===== src/rtl/addsub_pkg.sv =====
// Shared definitions for the nibble-serial add/subtract sequencer:
// FSM state type, slice width and op encodings.
package addsub_pkg;
  localparam int NIBBLE_W = 4;

  localparam logic OP_ADD = 1'b0;
  localparam logic OP_SUB = 1'b1;

  typedef enum logic [1:0] {
    IDLE = 2'd0,
    RUN  = 2'd1,
    DONE = 2'd2
  } state_e;
endpackage


===== src/rtl/nibble_addsub.sv =====
// Combinational 4-bit add/subtract slice: four ripple bit cells whose
// carry (add) or borrow (subtract) chain is selected by op.
module nibble_addsub
  import addsub_pkg::*;
(
  input  logic [NIBBLE_W-1:0] a,
  input  logic [NIBBLE_W-1:0] b,
  input  logic                c,
  input  logic                op,
  output logic [NIBBLE_W-1:0] s,
  output logic                co
);

  always_comb begin
    logic [NIBBLE_W:0] ch;
    ch    = '0;
    s     = '0;
    ch[0] = c;
    for (int i = 0; i < NIBBLE_W; i++) begin
      s[i] = a[i] ^ b[i] ^ ch[i];
      // Borrow chain propagates directly; no inversion of b is used.
      if (op == OP_SUB)
        ch[i+1] = (~a[i] & b[i]) | (~a[i] & ch[i]) | (b[i] & ch[i]);
      else
        ch[i+1] = (a[i] & b[i]) | (ch[i] & (a[i] ^ b[i]));
    end
    co = ch[NIBBLE_W];
  end

endmodule


===== src/rtl/addsub_seq_ctrl.sv =====
// WIDTH-bit add/subtract sequencer iterating one nibble slice LSB-first.
// Optional zero/ovf result flags are built when ADDSUB_FLAGS_EN is defined.
module addsub_seq_ctrl
  import addsub_pkg::*;
#(
  parameter int WIDTH = 16
) (
  input  logic             clk,
  input  logic             rst_n,
  input  logic             in_valid,
  output logic             in_ready,
  input  logic             op,
  input  logic [WIDTH-1:0] a,
  input  logic [WIDTH-1:0] b,
  input  logic             cin,
  output logic             out_valid,
  input  logic             out_ready,
  output logic [WIDTH-1:0] res,
  output logic             cout,
`ifdef ADDSUB_FLAGS_EN
  output logic             zero,
  output logic             ovf,
`endif
  output state_e           fsm_state
);

  localparam int NIBBLES = WIDTH / NIBBLE_W;
  localparam int CNT_W   = (NIBBLES > 1) ? $clog2(NIBBLES) : 1;
  localparam logic [CNT_W-1:0] LAST = CNT_W'(NIBBLES - 1);

  state_e               state, state_next;
  logic [WIDTH-1:0]     a_q, b_q, res_q, res_fin;
  logic                 op_q, carry_q, cout_q;
  logic [CNT_W-1:0]     cnt_q;
  logic [NIBBLE_W-1:0]  a_nib, b_nib, s_nib;
  logic                 co_nib;

  // Handshake: a transfer happens on a rising edge where valid and ready
  // are both high; ready/valid here are decoded from state only, so no
  // input reaches an output within the same cycle.
  always_ff @(posedge clk or negedge rst_n) begin
    if (!rst_n) state <= IDLE;
    else        state <= state_next;
  end

  always_comb begin
    state_next = state;
    in_ready   = 1'b0;
    out_valid  = 1'b0;
    case (state)
      IDLE: begin
        in_ready = 1'b1;
        if (in_valid) state_next = RUN;
      end
      RUN:  if (cnt_q == LAST) state_next = DONE;
      DONE: begin
        out_valid = 1'b1;
        if (out_ready) state_next = IDLE;
      end
      default: state_next = IDLE;
    endcase
  end

  assign a_nib = a_q[cnt_q*NIBBLE_W +: NIBBLE_W];
  assign b_nib = b_q[cnt_q*NIBBLE_W +: NIBBLE_W];

  nibble_addsub u_slice (
    .a  (a_nib),
    .b  (b_nib),
    .c  (carry_q),
    .op (op_q),
    .s  (s_nib),
    .co (co_nib)
  );

  // Result with the current nibble merged in; on the last RUN edge this is
  // the final value the flags are derived from.
  always_comb begin
    res_fin = res_q;
    res_fin[cnt_q*NIBBLE_W +: NIBBLE_W] = s_nib;
  end

  always_ff @(posedge clk or negedge rst_n) begin
    if (!rst_n) begin
      a_q     <= '0;
      b_q     <= '0;
      res_q   <= '0;
      op_q    <= 1'b0;
      carry_q <= 1'b0;
      cout_q  <= 1'b0;
      cnt_q   <= '0;
    end else if (state == IDLE && in_valid) begin
      a_q     <= a;
      b_q     <= b;
      op_q    <= op;
      carry_q <= cin;
      cnt_q   <= '0;
    end else if (state == RUN) begin
      res_q   <= res_fin;
      carry_q <= co_nib;
      cnt_q   <= cnt_q + CNT_W'(1);
      if (cnt_q == LAST) cout_q <= co_nib;
    end
  end

`ifdef ADDSUB_FLAGS_EN
  logic zero_q, ovf_q;

  always_ff @(posedge clk or negedge rst_n) begin
    if (!rst_n) begin
      zero_q <= 1'b0;
      ovf_q  <= 1'b0;
    end else if (state == RUN && cnt_q == LAST) begin
      zero_q <= (res_fin == '0);
      if (op_q == OP_ADD)
        ovf_q <= (a_q[WIDTH-1] == b_q[WIDTH-1]) && (res_fin[WIDTH-1] != a_q[WIDTH-1]);
      else
        ovf_q <= (a_q[WIDTH-1] != b_q[WIDTH-1]) && (res_fin[WIDTH-1] != a_q[WIDTH-1]);
    end
  end

  assign zero = zero_q;
  assign ovf  = ovf_q;
`endif

  assign res       = res_q;
  assign cout      = cout_q;
  assign fsm_state = state;

endmodule

===== config.mk =====
export PLATFORM = sky130hd
export DESIGN_NAME = addsub_seq_ctrl
export DESIGN_NICKNAME = d
export VERILOG_FILES = /design/src/rtl/addsub_pkg.sv /design/src/rtl/nibble_addsub.sv /design/src/rtl/addsub_seq_ctrl.sv
export SDC_FILE = /design/constraint.sdc
export NUM_CORES = 1
export LEC_CHECK = 0
export CELL_PAD_IN_SITES_DETAIL_PLACEMENT = 1
export CELL_PAD_IN_SITES_GLOBAL_PLACEMENT = 1
export CORE_ASPECT_RATIO = 1.75
export CORE_UTILIZATION = 43
export CTS_BUF_LIST = sky130_fd_sc_hd__clkbuf_4
export DETAILED_ROUTE_END_ITERATION = 8
export GPL_TIMING_DRIVEN = 0
export PLACE_DENSITY_LB_ADDON = 0.1
export SYNTH_ARGS = -nofsm -noshare
export SYNTH_HDL_FRONTEND = slang
export SYNTH_SLANG_ARGS = --single-unit

===== constraint.sdc =====
create_clock -name clk -period 4.58 [get_ports clk]
set_input_delay 1.145 -clock clk [delete_from_list [all_inputs] [get_ports clk]]
set_output_delay 1.145 -clock clk [all_outputs]
set_load 0.03 [all_outputs]

==> results of run 1 <==
[where the power goes]
part / switching (mW) / internal (mW) / total [mW]
logic: 0.918 / 0.848 / 1.77
clock network: 0.144 / 0.0611 / 0.205
registers: 0.126 / 0.708 / 0.834
total: 1.19 / 1.62 / 2.81
[routing by layer]
| layer | global-route usage, % | up-vias |
|---|---|---|
| met3 | 2.62 | 11 |
| met5 | 0 | - |
| met1 | 19.3 | 927 |
| met4 | 8.64 | 0 |
| met2 | 37.9 | 43 |
| li1 | - | 803 |
[flip-flops by register name, indices dropped and copies added (netlist names)]
| signal | cells |
|---|---|
| res | 16 |
| carry_q | 1 |
| cout | 1 |
| a_q | 16 |
| b_q | 16 |
| op_q | 1 |
| cnt_q | 2 |
| fsm_state | 2 |
[worst max-delay path, stage by stage (launching register included)]
cell	delay (ns)
dfrtp_1	0.43
clkbuf_1	0.49
mux4_2	0.46
inv_1	0.10
fa_1	0.17
mux2i_1	0.12
fa_1	0.39
mux2_2	0.30
fa_1	0.36
mux2i_1	0.28
fa_1	0.57
nor4b_1	0.33
mux2_2	0.21
[metrics by stage]
step	hold WS (ns)	power (mW)	std cells	cell area [µm²]	utilization (%)
after floorplan	0.452	2.07	188	2810	-
after global placement	0.467	2.58	326	3490	56.0
after detailed placement	0.475	2.64	327	3500	56.2
after CTS	0.508	2.85	333	3550	57.0
after global routing	0.521	3.02	333	3550	57.0
final	0.509	2.81	333	3550	57.0
[cells in the mapped netlist]
library cell / n
a21o_1: 1
a221oi_1: 1
and3b_1: 4
and4b_1: 1
buf_2: 4
buf_4: 1
buf_6: 3
clkbuf_1: 4
dfrtp_1: 55
fa_1: 8
ha_1: 6
inv_1: 12
mux2_1: 2
mux2_2: 49
mux2i_1: 4
mux4_2: 8
nand2b_1: 1
nand3b_1: 2
nor2_1: 1
nor2b_1: 1
nor3b_4: 1
nor4b_1: 10
nor4bb_1: 6
o21ai_0: 1
o21bai_1: 1
o31ai_1: 1
[worst paths after layout]
path,startpoint,end,slack [ns]
setup / recovery,cnt_q[1],res[3],0.31
hold / removal,b_q[0],b_q[0],0.51
setup reg to reg,cnt_q[1],res[3],0.31
hold reg to reg,b_q[0],b_q[0],0.51
max in group asynchronous,rst_n,b_q[1],3.23
min in group asynchronous,rst_n,res[13],0.75
[kinds of logic (layout without fill, tap and decap cells)]
group	count (synthesis)	after routing	synth area share [%]
AO/OA/AOI/OAI	5	5	1.29
adder cells (fa/ha/maj)	14	14	8.38
buffers and inverters	24	89	4.32
flip-flops	55	55	49.0
multiplexers	63	63	28.3
AND/OR/NAND/NOR	27	27	8.65
[cell type report]
| type | instances | area (µm²) |
|---|---|---|
| plain buffers | 12 | 76.3 |
| clock buffers | 6 | 45.0 |
| fillers | 626 | 2680 |
| inverters | 12 | 45.0 |
| multi-input cells | 109 | 1310 |
| flip-flops and latches | 55 | 1380 |
| well taps | 80 | 100 |
| repair buffers | 59 | 596 |
==> results.json, run 1 <==
{
  "worstSetupEndpointType": "register",
  "clkTransAtPathRegs_ns": 0.15,
  "detail-route-antenna-nets": 0,
  "post-place-ws_ns": 0.275,
  "core_um2": 6230,
  "dpl.hpwl_mm": 4.65,
  "skew_ns": 0.0164,
  "start_util_pct": 45.1,
  "grt-ovfl-total": 0,
  "outcome": "finished, final reports clean",
  "wl_met2_mm": 3.48,
  "drc": 0,
  "p_per_area_nw_per_um2": 791,
  "vias": 1784,
  "port_buffers": 58,
  "die_area_um2": 6870,
  "wl_met1_mm": 2.11,
  "final_max_slew_viol_count": 0,
  "maxSlewHeadroom_pct": 58.5,
  "min_period_ns": 4.27,
  "rsz0062_at_grt": "no",
  "syn_to_final_growth_pct": 26.4,
  "clockRootBuffer": "clkbuf_4",
  "met3_length_um": 121,
  "final.setup.tns_ns": 0,
  "crit_required_ns": 4.91,
  "syn_area_um2": 2810,
  "ys_ff_latch": 55,
  "grt_pass1_wl_mm": 9.69,
  "cp_max_fo": 9,
  "synth_top_area_share_pct": 49.0,
  "synth_area_leaders": "dfrtp_1 49%, mux2_2 20%, mux4_2 6.4%",
  "cts_hold_buf": 0,
  "critPathLaunchType": "register",
  "top_layer": "met4",
  "antennaDiodeCount": 0,
  "maxCapViolations": 0,
  "syn_area_per_cell_um2": 14.9,
  "ios": 59,
  "grt.total_usage_pct": 19.1,
  "synth_cells": 188,
  "dr.pass1.iters": 4,
  "drt_iter0_markers": 35,
  "cts_setup_buffers": 0,
  "die_height_um": 109,
  "grt_max_degree": 31,
  "post-route-period-util_pct": 93.2,
  "clk_path_buf_depth": 2,
  "grt_pass1_vias": 1959,
  "synth.distinct_cells": 26,
  "hold_viol": 0,
  "fmax_mhz": 234,
  "criticalPathCategory": "reg2reg",
  "layout_commonest_cell": "clkdlybuf4s50_1",
  "setup_viol": 0,
  "via_per_inst": 5.36,
  "totalWireLength_mm": 5.88,
  "setup_ws_ns": 0.311,
  "yosysTopAreaCell": "dfrtp_1",
  "r2r_cells": 12,
  "tightest_slew_ns": 0.622,
  "cts_made_buffers": 5,
  "yosys_warnings": 0,
  "die_w_um": 63.1,
  "p_leak_nw": 1.52,
  "seq_area_frac_synth_pct": 49.0,
  "final_nets": 306,
  "crit_arrival_ns": 4.60,
  "fp-row-count": 38,
  "drive_gt1_share_pct": 29.2,
  "gp_congestion": 0.697,
  "antenna_found_initial": 0,
  "cts_tree": "yes",
  "synth_nets": 240,
  "clkSinkCount": 55,
  "htreeDepth": 2,
  "routedWlPerCell_um": 17.6,
  "irDropWorstVdd_mv": 0.363,
  "holdPathStages": 1,
  "layout_common_cells": "57 x clkdlybuf4s50_1, 55 x dfrtp_1, 49 x mux2_2",
  "cts_resized": 0,
  "hp-class": "reg2reg",
  "clkLatencyLatePin_ns": 0.38
}
Power figures use the tool's default switching activity.
==> inputs of run 2 (changes only) <==
- TNS_END_PERCENT: default -> 10
==> results of run 2 <==
Final layout, timing and power as in run 1 (identical DEF).
==> inputs of run 3 (changes only) <==
- CELL_PAD_IN_SITES_DETAIL_PLACEMENT: 1 -> 0
- CORE_MARGIN: default -> 4
==> run 3 against run 2 <==
Net effect: combinational power decreased by 2%; via count down 3.0%; power shrank 1.5%; global-route usage decreased by 4.0 points; maximum frequency is 1.2% lower; clock skew fell by 0.0083 ns; hold slack got worse by 0.0067 ns; final area increased by 0.21%; core utilization is 0.31 points lower; count of clock-buffer cells in the layout is the same.
==> results.json, run 3 (synthesis gave the netlist of run 1 again) <==
{
  "hold_viol": 0,
  "fmax_mhz": 231,
  "dpl.hpwl_mm": 4.51,
  "layout_common_cells": "57 x clkdlybuf4s50_1, 55 x dfrtp_1, 49 x mux2_2",
  "criticalPathCategory": "reg2reg",
  "tightest_slew_ns": 0.613,
  "p_per_area_nw_per_um2": 777,
  "vias": 1731,
  "crit_slowest_cell": "fa_1",
  "drive_gt1_share_pct": 29.0,
  "drc": 0,
  "routedWlPerCell_um": 16.8,
  "outcome": "finished, final reports clean",
  "grt_pass1_vias": 1921,
  "grt-ovfl-total": 0,
  "syn_to_final_growth_pct": 26.7,
  "p_leak_nw": 1.53,
  "antenna_found_initial": 0,
  "crit_required_ns": 4.90,
  "cts_hold_buf": 0,
  "layout_commonest_cell": "clkdlybuf4s50_1",
  "timing.critical_path.buf_inv": 2,
  "min_period_ns": 4.32,
  "hp-class": "reg2reg",
  "rsz0062_at_grt": "no",
  "path_delay_family": "adder cells",
  "cpMostUsedCell": "fa_1",
  "clk_path_buf_depth": 2,
  "fin_util_pct": 56.6,
  "core_um2": 6280,
  "die_area_um2": 7930,
  "drt_iter0_markers": 43,
  "maxCapViolations": 0,
  "worstSetupEndpointType": "register",
  "cts_resized": 0,
  "post-route-period-util_pct": 94.4,
  "clkTransAtPathRegs_ns": 0.15,
  "cts_made_buffers": 5,
  "clkLatencyLatePin_ns": 0.36,
  "totalWireLength_mm": 5.62,
  "final.setup.tns_ns": 0,
  "ios": 59,
  "critPathLaunchType": "register",
  "via_per_inst": 5.17,
  "ff_latch_area_um2": 1380,
  "final_nets": 306,
  "grt_max_degree": 31,
  "detail-route-antenna-nets": 0,
  "cts_tree": "yes",
  "crit_arrival_ns": 4.64,
  "htreeDepth": 2,
  "dr.pass1.iters": 3,
  "gp_congestion": 0.748,
  "final_max_slew_viol_count": 0,
  "fillCellCount": 580,
  "maxSlewHeadroom_pct": 59.1,
  "skew_ns": 0.00813,
  "grt_pass1_wl_mm": 9.41,
  "irDropWorstVdd_mv": 0.399,
  "clockRootBuffer": "clkbuf_4",
  "final_cell_area_um2": 3550,
  "fp-row-count": 38,
  "antennaDiodeCount": 0,
  "multi_input_area_um2": 1310,
  "start_util_pct": 44.7,
  "crit_path_cell_trace": "clkbuf_1 > mux4_2 > inv_1 > fa_1 > mux2i_1 > fa_1 > mux2_2 > fa_1 > mux2i_1 > fa_1 > nor4b_1 > mux2_2",
  "setup_viol": 0,
  "grt.total_usage_pct": 15.1,
  "port_buffers": 58,
  "placed_cell_area_um2": 3500,
  "critical_path.max_stage_delay_ns": 0.55,
  "clkSinkCount": 55,
  "cts_setup_buffers": 0,
  "die_height_um": 115,
  "cp_max_fo": 9,
  "die_w_um": 69.1
}
[run 3: worst paths after layout]
kind / cells after the start / slack [ns] / to / startpoint
setup / recovery: 12 / 0.26 / res[3] / cnt_q[1]
hold / removal: 1 / 0.50 / b_q[0] / b_q[0]
setup reg to reg: 12 / 0.26 / res[3] / cnt_q[1]
hold reg to reg: 1 / 0.50 / b_q[0] / b_q[0]
max in group asynchronous: 2 / 3.25 / b_q[4] / rst_n
min in group asynchronous: 1 / 0.77 / res[10] / rst_n
[run 3: final cells by class]
type	instances	share of cell area, %
Multi-Input combinational cell	109	36.8
Clock inverter	2	0.211
Tap cell	80	2.82
Inverter	12	1.27
Timing Repair Buffer	59	16.8
Clock buffer	6	1.27
Sequential cell	55	38.7
Buffer	12	2.15
[run 3: worst register-to-register path, delay by kind of cell (launching register included)]
family / cells / cell delay (ns)
flip-flops: 1 / 0.43
AND/OR/NAND/NOR: 1 / 0.42
buffers and inverters: 2 / 0.58
multiplexers: 5 / 1.39
adder cells (fa/ha/maj): 4 / 1.46
[run 3: routing by layer]
layer  up-vias  global-route usage [%]  share of wire (%)
li1        803                       -                  -
met1       878                    15.3                 35
met4         0                    5.87                2.7
met2        40                    30.4                 59
met3        10                    2.27                3.0
met5         -                       0                  0
[run 3: report_power, final]
group	internal, mW	switching, mW
clock network	0.0633	0.142
registers	0.708	0.121
logic	0.840	0.889
total	1.61	1.15
[run 3: per-stage QoR]
| step | cells | hold slack (ns) | total power, mW | setup slack [ns] |
|---|---|---|---|---|
| after detailed placement | 327 | 0.475 | 2.61 | 0.254 |
| after floorplan | 188 | 0.452 | 2.07 | 0.942 |
| after global placement | 326 | 0.463 | 2.57 | 0.241 |
| after CTS | 335 | 0.507 | 2.82 | 0.199 |
| after global routing | 335 | 0.536 | 3.00 | 0.0393 |
| final | 335 | 0.502 | 2.76 | 0.258 |
